===== src/rtl/i2c_sync_fifo.sv =====
// ---------------------------------------------------------------------------
// i2c_sync_fifo
// Single-clock FIFO between the APB slave front end and the I2C core. The same
// module serves as the TX FIFO (APB writes, I2C core drains) and the RX FIFO
// (I2C core writes, APB reads). Reads are show-ahead: RD_DATA always presents
// the head entry, so a zero-wait APB read sees data in the same cycle it pops.
//
// Ports
//   PCLK         clock, all state changes on the rising edge
//   PRESETn      synchronous active-low reset
//   WR_EN        push request, WR_DATA is the word to push
//   RD_EN        pop request, RD_DATA is the current head (0 when EMPTY)
//   CLR_ERR      clears the sticky OVERFLOW / UNDERFLOW flags
//   EMPTY        LEVEL == 0
//   FULL         LEVEL == DEPTH
//   ALMOST_FULL  LEVEL >= AF_LEVEL
//   LEVEL        number of stored entries, 0..DEPTH
//   OVERFLOW     sticky, push attempted while full and not popping
//   UNDERFLOW    sticky, pop attempted while empty
//
// Request semantics: WR_EN and RD_EN are sampled at the rising edge and there
// is no back-pressure handshake. A push is taken when WR_EN is high and the
// FIFO is not full, or when it is full but a pop is taken in the same cycle.
// A pop is taken when RD_EN is high and the FIFO is not empty. Rejected
// requests leave contents untouched and set the matching sticky flag.
// ---------------------------------------------------------------------------
module i2c_sync_fifo #(
  parameter int DWIDTH   = 32,
  parameter int AWIDTH   = 3,
  parameter int AF_LEVEL = 6
) (
  input  logic              PCLK,
  input  logic              PRESETn,
  input  logic              WR_EN,
  input  logic [DWIDTH-1:0] WR_DATA,
  input  logic              RD_EN,
  output logic [DWIDTH-1:0] RD_DATA,
  input  logic              CLR_ERR,
  output logic              EMPTY,
  output logic              FULL,
  output logic              ALMOST_FULL,
  output logic [AWIDTH:0]   LEVEL,
  output logic              OVERFLOW,
  output logic              UNDERFLOW
);

  localparam int DEPTH = 1 << AWIDTH;

  localparam logic [AWIDTH-1:0] PTR_ONE   = AWIDTH'(1);
  localparam logic [AWIDTH:0]   LVL_ONE   = (AWIDTH+1)'(1);
  localparam logic [AWIDTH:0]   LVL_DEPTH = (AWIDTH+1)'(DEPTH);
  localparam logic [AWIDTH:0]   LVL_AF    = (AWIDTH+1)'(AF_LEVEL);

  logic [DWIDTH-1:0] mem [DEPTH];

  logic [AWIDTH-1:0] wr_ptr_q, wr_ptr_d;
  logic [AWIDTH-1:0] rd_ptr_q, rd_ptr_d;
  logic [AWIDTH:0]   level_q, level_d;
  logic              ovf_q, ovf_d;
  logic              unf_q, unf_d;

  logic empty, full;
  logic push, pop;
  logic ovf_evt, unf_evt;

  // Status comes only from the registered level, never from pointer equality,
  // so no combinational path exists from the requests to the flags.
  assign empty = (level_q == '0);
  assign full  = (level_q == LVL_DEPTH);

  assign push = WR_EN & (~full | RD_EN);
  assign pop  = RD_EN & ~empty;

  assign ovf_evt = WR_EN & full & ~RD_EN;
  assign unf_evt = RD_EN & empty;

  always_comb begin
    wr_ptr_d = wr_ptr_q;
    rd_ptr_d = rd_ptr_q;
    level_d  = level_q;
    if (push) wr_ptr_d = wr_ptr_q + PTR_ONE;
    if (pop)  rd_ptr_d = rd_ptr_q + PTR_ONE;
    if (push && !pop)      level_d = level_q + LVL_ONE;
    else if (pop && !push) level_d = level_q - LVL_ONE;
    // An error event in the same cycle as CLR_ERR keeps the flag set.
    ovf_d = ovf_evt | (ovf_q & ~CLR_ERR);
    unf_d = unf_evt | (unf_q & ~CLR_ERR);
  end

  always_ff @(posedge PCLK) begin
    if (!PRESETn) begin
      wr_ptr_q <= '0;
      rd_ptr_q <= '0;
      level_q  <= '0;
      ovf_q    <= 1'b0;
      unf_q    <= 1'b0;
    end else begin
      wr_ptr_q <= wr_ptr_d;
      rd_ptr_q <= rd_ptr_d;
      level_q  <= level_d;
      ovf_q    <= ovf_d;
      unf_q    <= unf_d;
    end
  end

  // Storage is not reset; a write during reset is discarded. When full with a
  // simultaneous push and pop, wr_ptr equals rd_ptr, so the new word lands in
  // the slot being popped and becomes the youngest entry.
  always_ff @(posedge PCLK) begin
    if (PRESETn && push) mem[wr_ptr_q] <= WR_DATA;
  end

  assign RD_DATA     = empty ? '0 : mem[rd_ptr_q];
  assign EMPTY       = empty;
  assign FULL        = full;
  assign ALMOST_FULL = (level_q >= LVL_AF);
  assign LEVEL       = level_q;
  assign OVERFLOW    = ovf_q;
  assign UNDERFLOW   = unf_q;

endmodule

===== config.mk =====
export PLATFORM = sky130hd
export DESIGN_NAME = i2c_sync_fifo
export DESIGN_NICKNAME = d
export VERILOG_FILES = /design/src/rtl/i2c_sync_fifo.sv
export SDC_FILE = /design/constraint.sdc
export NUM_CORES = 1
export LEC_CHECK = 0
export ABC_AREA = 0
export BUFFER_PORTS_ARGS = -buffer_cell sky130_fd_sc_hd__buf_2
export CAP_MARGIN = 20
export CORE_AREA = 2 2 168 187
export CTS_CLUSTER_SIZE = 20
export DETAILED_ROUTE_END_ITERATION = 12
export DIE_AREA = 0 0 170 189
export GPL_TIMING_DRIVEN = 1
export SLEW_MARGIN = 15
export SYNTH_ARGS = -nofsm -noshare
export SYNTH_HDL_FRONTEND = slang
export SYNTH_SLANG_ARGS = --single-unit
export TNS_END_PERCENT = 20

===== constraint.sdc =====
create_clock -name PCLK -period 5.21 [get_ports PCLK]
set_input_delay 0.7815 -clock PCLK [delete_from_list [all_inputs] [get_ports PCLK]]
set_output_delay 0.7815 -clock PCLK [all_outputs]
set_load 0.02 [all_outputs]

==> summary.md, run 1 <==
| Metric | Value |
|---|---|
| Filler instances | `roughly 2700` |
| Rows | `67` |
| Synth-to-layout area growth | `18.1%` |
| Pleak | `roughly 4.0 nW` |
| Initial DRC count | `417` |
| Core Box Area | `roughly 0.030 mm2` |
| # resized after CTS | `0` |
| Cell area after layout | `between 0.01 and 0.015 mm2` |
| Commonest non-fill, non-tap cells in the layout | `edfxtp_1, buf_2, mux4_2, mux2i_1, nor2_1` |
| Vias per cell | `between 5 and 6` |
| Number of enable flip-flop cells after synthesis | `between 200 and 300` |
| Initial antenna violation count | `4` |
| Vias in the first global route | `around 5500` |
| CTS buffer count | `28` |
| CTS tree | `built` |
| DP HPWL | `12400 um` |
| Max_cap viols | `0` |
| Synth Instances | `488` |
| Crit path max fanout | `44` |
| Max VDD drop | `about 0.24 mV` |
| RSZ-0062 raised after global routing | `false` |
| Fin worst setup slack | `1540 ps` |
| Tcrit/Tclk final | `0.705` |
| Commonest non-fill, non-tap cell in the layout | `edfxtp_1` |
| Layout cell share with drive strength beyond 1 | `0.359` |
| Worst path arrival time | `around 2900 ps` |
| Post-synthesis cell area | `0.0104 mm2` |
| Crit start category | `register` |
| Netlist cell types | `33` |
| Pre-antenna DRT Iters | `4` |
| Post-cts hold buffer count | `0` |
| Cell Area, Placed | `around 0.011 mm2` |
| Top-Level Pins | `78` |
| Nature of the critical path endpoint | `output pin` |
| Clock-pin slew on the worst setup and hold paths | `about 60 ps` |
| Global-route wire length before repair | `32700 um` |
| Starting density of the core | `0.346` |
| Clock skew | `13.2 ps` |
| Syn Nets | `approximately 530` |
| Worst-skew pair later-pin latency | `roughly 530 ps` |
| Clock sinks | `271` |
| Clock root buffer | `clkbuf_16` |
| Gr ovfl total | `0` |
| Die ar. | `about 0.032 mm2` |
| Yosys reg bits | `271` |
| Top_reg_cell synth | `edfxtp_1` |
| Ranking of synthesized cells by area | `edfxtp_1, mux4_2, mux2i_1` |
| Post-layout util | `0.409` |
| Global placement routability congestion | `between 0.7 and 0.8` |
| H-Tree Depth | `1` |
| Post-CTS Setup Bufs | `0` |
| Worst Max-Slew Pin Slew | `around 1000 ps` |
| Power Density | `486 mW/mm2` |
| Clk buf depth | `3` |
| Placed cells | `~940` |
| PortBufs | `77` |
| Largest net degree at the start of global routing | `65` |
| Final setup vio count | `0` |
| Drt wl/cell | `21.7 um` |
| Ys Warns | `0` |
| Yosys top cell area share | `0.736` |
| Multi-input logic area | `around 0.0024 mm2` |
| Die X | `between 150 and 200 um` |
| HP Class | `in2reg` |
| Seq/Total Area, Yosys | `0.765` |
| WHS | `~520 ps` |
| DP Worst Slack | `2000 ps` |
| Setup TNS | `0 ps` |
| Crit path time final | `~3700 ps` |
| Routed WL | `roughly 22000 um` |
| Slew headroom | `0.315` |
| Sum of internal, switching and leakage power | `6.00 mW` |
| GR Util All Layers | `0.135` |
| Setup CP Type | `reg2out` |
| Avg Cell Area, Syn | `21.4 um2` |
| Post-synth top area cell | `edfxtp_1` |
| WP data required | `about 4400 ps` |
| Routed Antenna Nets | `0` |
| Detailed-route DRC error count | `0` |
| Status | `completed` |
| Via count | `approximately 5000` |
| Die Y-Extent | `about 190 um` |
| Slew Limit Fails | `0` |
| Sequential Area | `0.00800 mm2` |
| Final net count | `633` |
| Fmax | `~270 MHz` |
| Final Hold Fails | `0` |
| Non-Filler Instances | `993` |
| Asr flop ratio synth | `0` |
==> area by class of cell <==
cell class / instances / share of cell area
Tap cell: 379 / 0.0384
Antenna cell: 2 / 0.000405
Sequential cell: 271 / 0.648
Clock buffer: 32 / 0.0597
Multi-Input combinational cell: 190 / 0.194
Clock inverter: 20 / 0.0161
Timing Repair Buffer: 96 / 0.0428
Inverter: 3 / 0.000912
==> cells by family (layout without fill, tap and decap cells) <==
| family | after synthesis | count (layout) | share of synthesized area |
|---|---|---|---|
| DFF | 271 | 271 | 0.765 |
| muxes | 99 | 99 | 0.171 |
| and+or+nand+nor | 69 | 69 | 0.0333 |
| buffers and inverters | 27 | 151 | 0.0109 |
| AOI/OAI and AO/OA | 11 | 11 | 0.00766 |
| adders and majority gates | 6 | 6 | 0.00790 |
| xor gates and xnor gates | 5 | 5 | 0.00419 |
| other | 0 | 2 | 0 |
==> report_power, final <==
group | internal (mW) | switching [mW] | leakage (nW) | total [mW]
Clock | 1.21 | 0.799 | 0.463 | 2.01
Sequential | 2.46 | 0.200 | 2.44 | 2.66
Combinational | 0.649 | 0.687 | 1.09 | 1.34
==> final timing paths <==
| check | start | to | slack [ps] | cells after the start |
|---|---|---|---|---|
| worst max register to register | LEVEL[0]$_SDFFE_PN0P_ | LEVEL[3]$_SDFFE_PN0P_ | 2380 | 10 |
| worst max-delay path | register | RD_DATA[25] | 1540 | 5 |
| worst min register to register | rd_ptr_q[1]$_SDFFE_PN0P_ | register | 560 | 2 |
| worst min-delay path | WR_DATA[12] | mem[3][12]$_DFFE_PP_ | 520 | 1 |
==> state kept, by name, summed over array words and instances (netlist names), named ones only <==
register   flops
LEVEL          4
UNDERFLOW      1
mem          256
OVERFLOW       1
wr_ptr_q       3
rd_ptr_q       3
==> per-layer routing <==
metal | part of all wire | GRT usage | up-vias
li1 | - | - | 2204
met1 | 0.41 | 0.164 | 2631
met2 | 0.52 | 0.246 | 126
met3 | 0.049 | 0.0268 | 42
met4 | 0.022 | 0.0352 | 4
met5 | 0.0013 | 0 | -
==> worst max-delay path: stages (launching register included) <==
cell	delay (ps)
dfxtp_4	960
buf_4	410
mux4_2	550
mux2i_1	210
nor2_1	60
buf_2	160
==> cells in the mapped netlist, types with 5 or more instances <==
| cell | instances |
|---|---|
| and2_1 | 6 |
| buf_1 | 7 |
| buf_2 | 7 |
| clkbuf_1 | 9 |
| dfxtp_1 | 15 |
| edfxtp_1 | 256 |
| ha_1 | 5 |
| mux2i_1 | 35 |
| mux4_2 | 64 |
| nor2_1 | 35 |
| nor2b_1 | 6 |
| xnor2_1 | 5 |
(Power assumes the default switching activity.)
==> run 2: changes to the inputs <==
==> constraint.sdc (replaced) <==
create_clock -name PCLK -period 2.96 [get_ports PCLK]
set_input_delay 0.444 -clock PCLK [delete_from_list [all_inputs] [get_ports PCLK]]
set_output_delay 0.444 -clock PCLK [all_outputs]
set_load 0.02 [all_outputs]
==> run 2 against run 1 <==
Compared with the run above: utilization grew 0.29 points; final cell count grew 0.81%; clock power grew 61%; sequential share of layout area shrank 0.45 points; register-to-register slack lost 2100 ps; global-route usage shrank 0.10 points; via count shrank 0.68%; total power grew 75%; critical path type unchanged; largest power group unchanged.
==> summary.md, run 2 (synthesis gave the netlist of run 1 again) <==
| Metric | Value |
|---|---|
| Setup CP Type | `reg2out` |
| Post-cts hold buffer count | `0 (unchanged)` |
| DP HPWL | `11900 um (-4.5%)` |
| Fmax | `between 300 and 400 MHz` |
| Slew Limit Fails | `0 (unchanged)` |
| Clock sinks | `271 (unchanged)` |
| Die X | `170 um (unchanged)` |
| Max_cap viols | `0 (unchanged)` |
| Core Box Area | `0.0302 mm2 (unchanged)` |
| Die ar. | `0.0321 mm2 (unchanged)` |
| Cell area after layout | `0.0124 mm2 (+0.70%)` |
| Commonest non-fill, non-tap cells in the layout | `edfxtp_1, buf_2, mux4_2, mux2i_1, nor2_1` |
| Status | `completed` |
| Max VDD drop | `0.340 mV (+43%)` |
| Initial antenna violation count | `3 (-1)` |
| Setup TNS | `0 ps (unchanged)` |
| Vias per cell | `4.97 (-1.5%)` |
| Crit start category | `register` |
| Slowest stage cell, crit path | `mux4_2` |
| RSZ-0062 raised after global routing | `false` |
| Final setup vio count | `0 (unchanged)` |
| Gr ovfl total | `0 (unchanged)` |
| Slew headroom | `0.589 (+0.274)` |
| Synth-to-layout area growth | `19.0%` |
| Rows | `67 (unchanged)` |
| Cell Chain, Critical Path | `buf_4 -> mux4_2 -> mux2i_1 -> nor2_1 -> buf_2` |
| Final net count | `645 (+1.9%)` |
| Worst Max-Slew Pin Slew | `616 ps (-402 ps)` |
| Cell Area, Placed | `0.0115 mm2 (+0.78%)` |
| Layout cell share with drive strength beyond 1 | `0.363 (+0.00343)` |
| Clock root buffer | `clkbuf_16` |
| Nature of the critical path endpoint | `output pin` |
| Final Hold Fails | `0 (unchanged)` |
| Max reg flops | `256 (unchanged)` |
| DP Worst Slack | `318 ps (-1680 ps)` |
| Clk buf depth | `3 (unchanged)` |
| Post-CTS Setup Bufs | `0 (unchanged)` |
| Die Y-Extent | `189 um (unchanged)` |
| Vias in the first global route | `5403 (-1.6%)` |
| Starting density of the core | `0.346 (unchanged)` |
| Crit path max fanout | `15 (-66%)` |
| Commonest non-fill, non-tap cell in the layout | `edfxtp_1` |
| Largest net degree at the start of global routing | `36 (-45%)` |
| Crit path time final | `around 2700 ps` |
| Non-Filler Instances | `1001 (+0.81%)` |
| Fin worst setup slack | `257 ps (-1280 ps)` |
| Global-route wire length before repair | `32200 um (-1.6%)` |
| H-Tree Depth | `1 (unchanged)` |
| Worst path arrival time | `2260 ps (-630 ps)` |
| Routed Antenna Nets | `0 (unchanged)` |
| Power Density | `844 mW/mm2 (+73%)` |
| Tcrit/Tclk final | `0.913` |
| Global placement routability congestion | `0.676 (-4.6%)` |
| # resized after CTS | `0 (unchanged)` |
| Top-Level Pins | `78 (unchanged)` |
| Cells on Worst Hold Path | `1 (unchanged)` |
| Top reg by flops | `mem` |
| Clock skew | `10.5 ps (-2.68 ps)` |
| CTS buffer count | `29 (+3.6%)` |
| Initial DRC count | `278 (-33%)` |
| Drt wl/cell | `21.1 um (-2.7%)` |
| Placed cells | `939 (unchanged)` |
| HP Class | `in2reg` |
| CTS tree | `built` |
| Pleak | `4.02 nW (+0.75%)` |
| GR Util All Layers | `0.134 (-0.00104)` |
| Clock-pin slew on the worst setup and hold paths | `60 ps (about the same)` |
| Worst-skew pair later-pin latency | `530 ps (about the same)` |
| Path depth of the worst reg2reg path | `10 (unchanged)` |
| PortBufs | `77 (unchanged)` |
| Pre-antenna DRT Iters | `4 (unchanged)` |
| Via count | `4973 (-0.68%)` |
| Detailed-route DRC error count | `0 (unchanged)` |
| Max incr delay on CP | `520 ps (-440 ps)` |
| WP data required | `2520 ps (-1910 ps)` |
| Routed WL | `21100 um (-1.9%)` |
run 2: where the power goes:
group          switching [mW]  internal (mW)  total (mW)
clock                    1.33           1.91        3.24
combinational            1.44           1.31        2.75
sequential              0.163           4.33        4.49
run 2: final timing paths:
path / start / slack (ps) / endpoint
worst max register to register: LEVEL[0]$_SDFFE_PN0P_ / 310 / LEVEL[3]$_SDFFE_PN0P_
worst max-delay path: register / 260 / RD_DATA[5]
worst min register to register: rd_ptr_q[1]$_SDFFE_PN0P_ / 570 / register
worst min-delay path: WR_DATA[3] / 180 / mem[6][3]$_DFFE_PP_
run 2: per-layer routing:
metal / up-vias / part of all wire / track usage
met5: - / 0.00095 / 0
met4: 4 / 0.017 / 0.0316
met3: 36 / 0.048 / 0.0261
met2: 109 / 0.52 / 0.243
met1: 2600 / 0.41 / 0.166
li1: 2224 / - / -
run 2: worst max-delay path: cells and delay by family (launching register included):
family	cells	cell delay, ps
buffers and inverters	2	460
muxes	2	690
DFF	1	500
and+or+nand+nor	1	60
run 2: area by class of cell:
type,instances,area [um2]
Clock inverter,7,66.3
Fill cell,2703,17700
Clock buffer,42,785
Antenna cell,2,5.00
Timing Repair Buffer,107,673
Tap cell,379,474
Multi-Input combinational cell,190,2420
Sequential cell,271,8000
Inverter,3,11.3
run 2: through the flow:
stage	hold WS, ps	power (mW)	utilization
6_report	183	10.5	0.412
2_1_floorplan	518	6.40	-
5_1_grt	180	11.0	0.412
3_5_place_dp	551	7.30	0.381
4_1_cts	159	10.6	0.409
3_3_place_gp	522	7.24	0.381
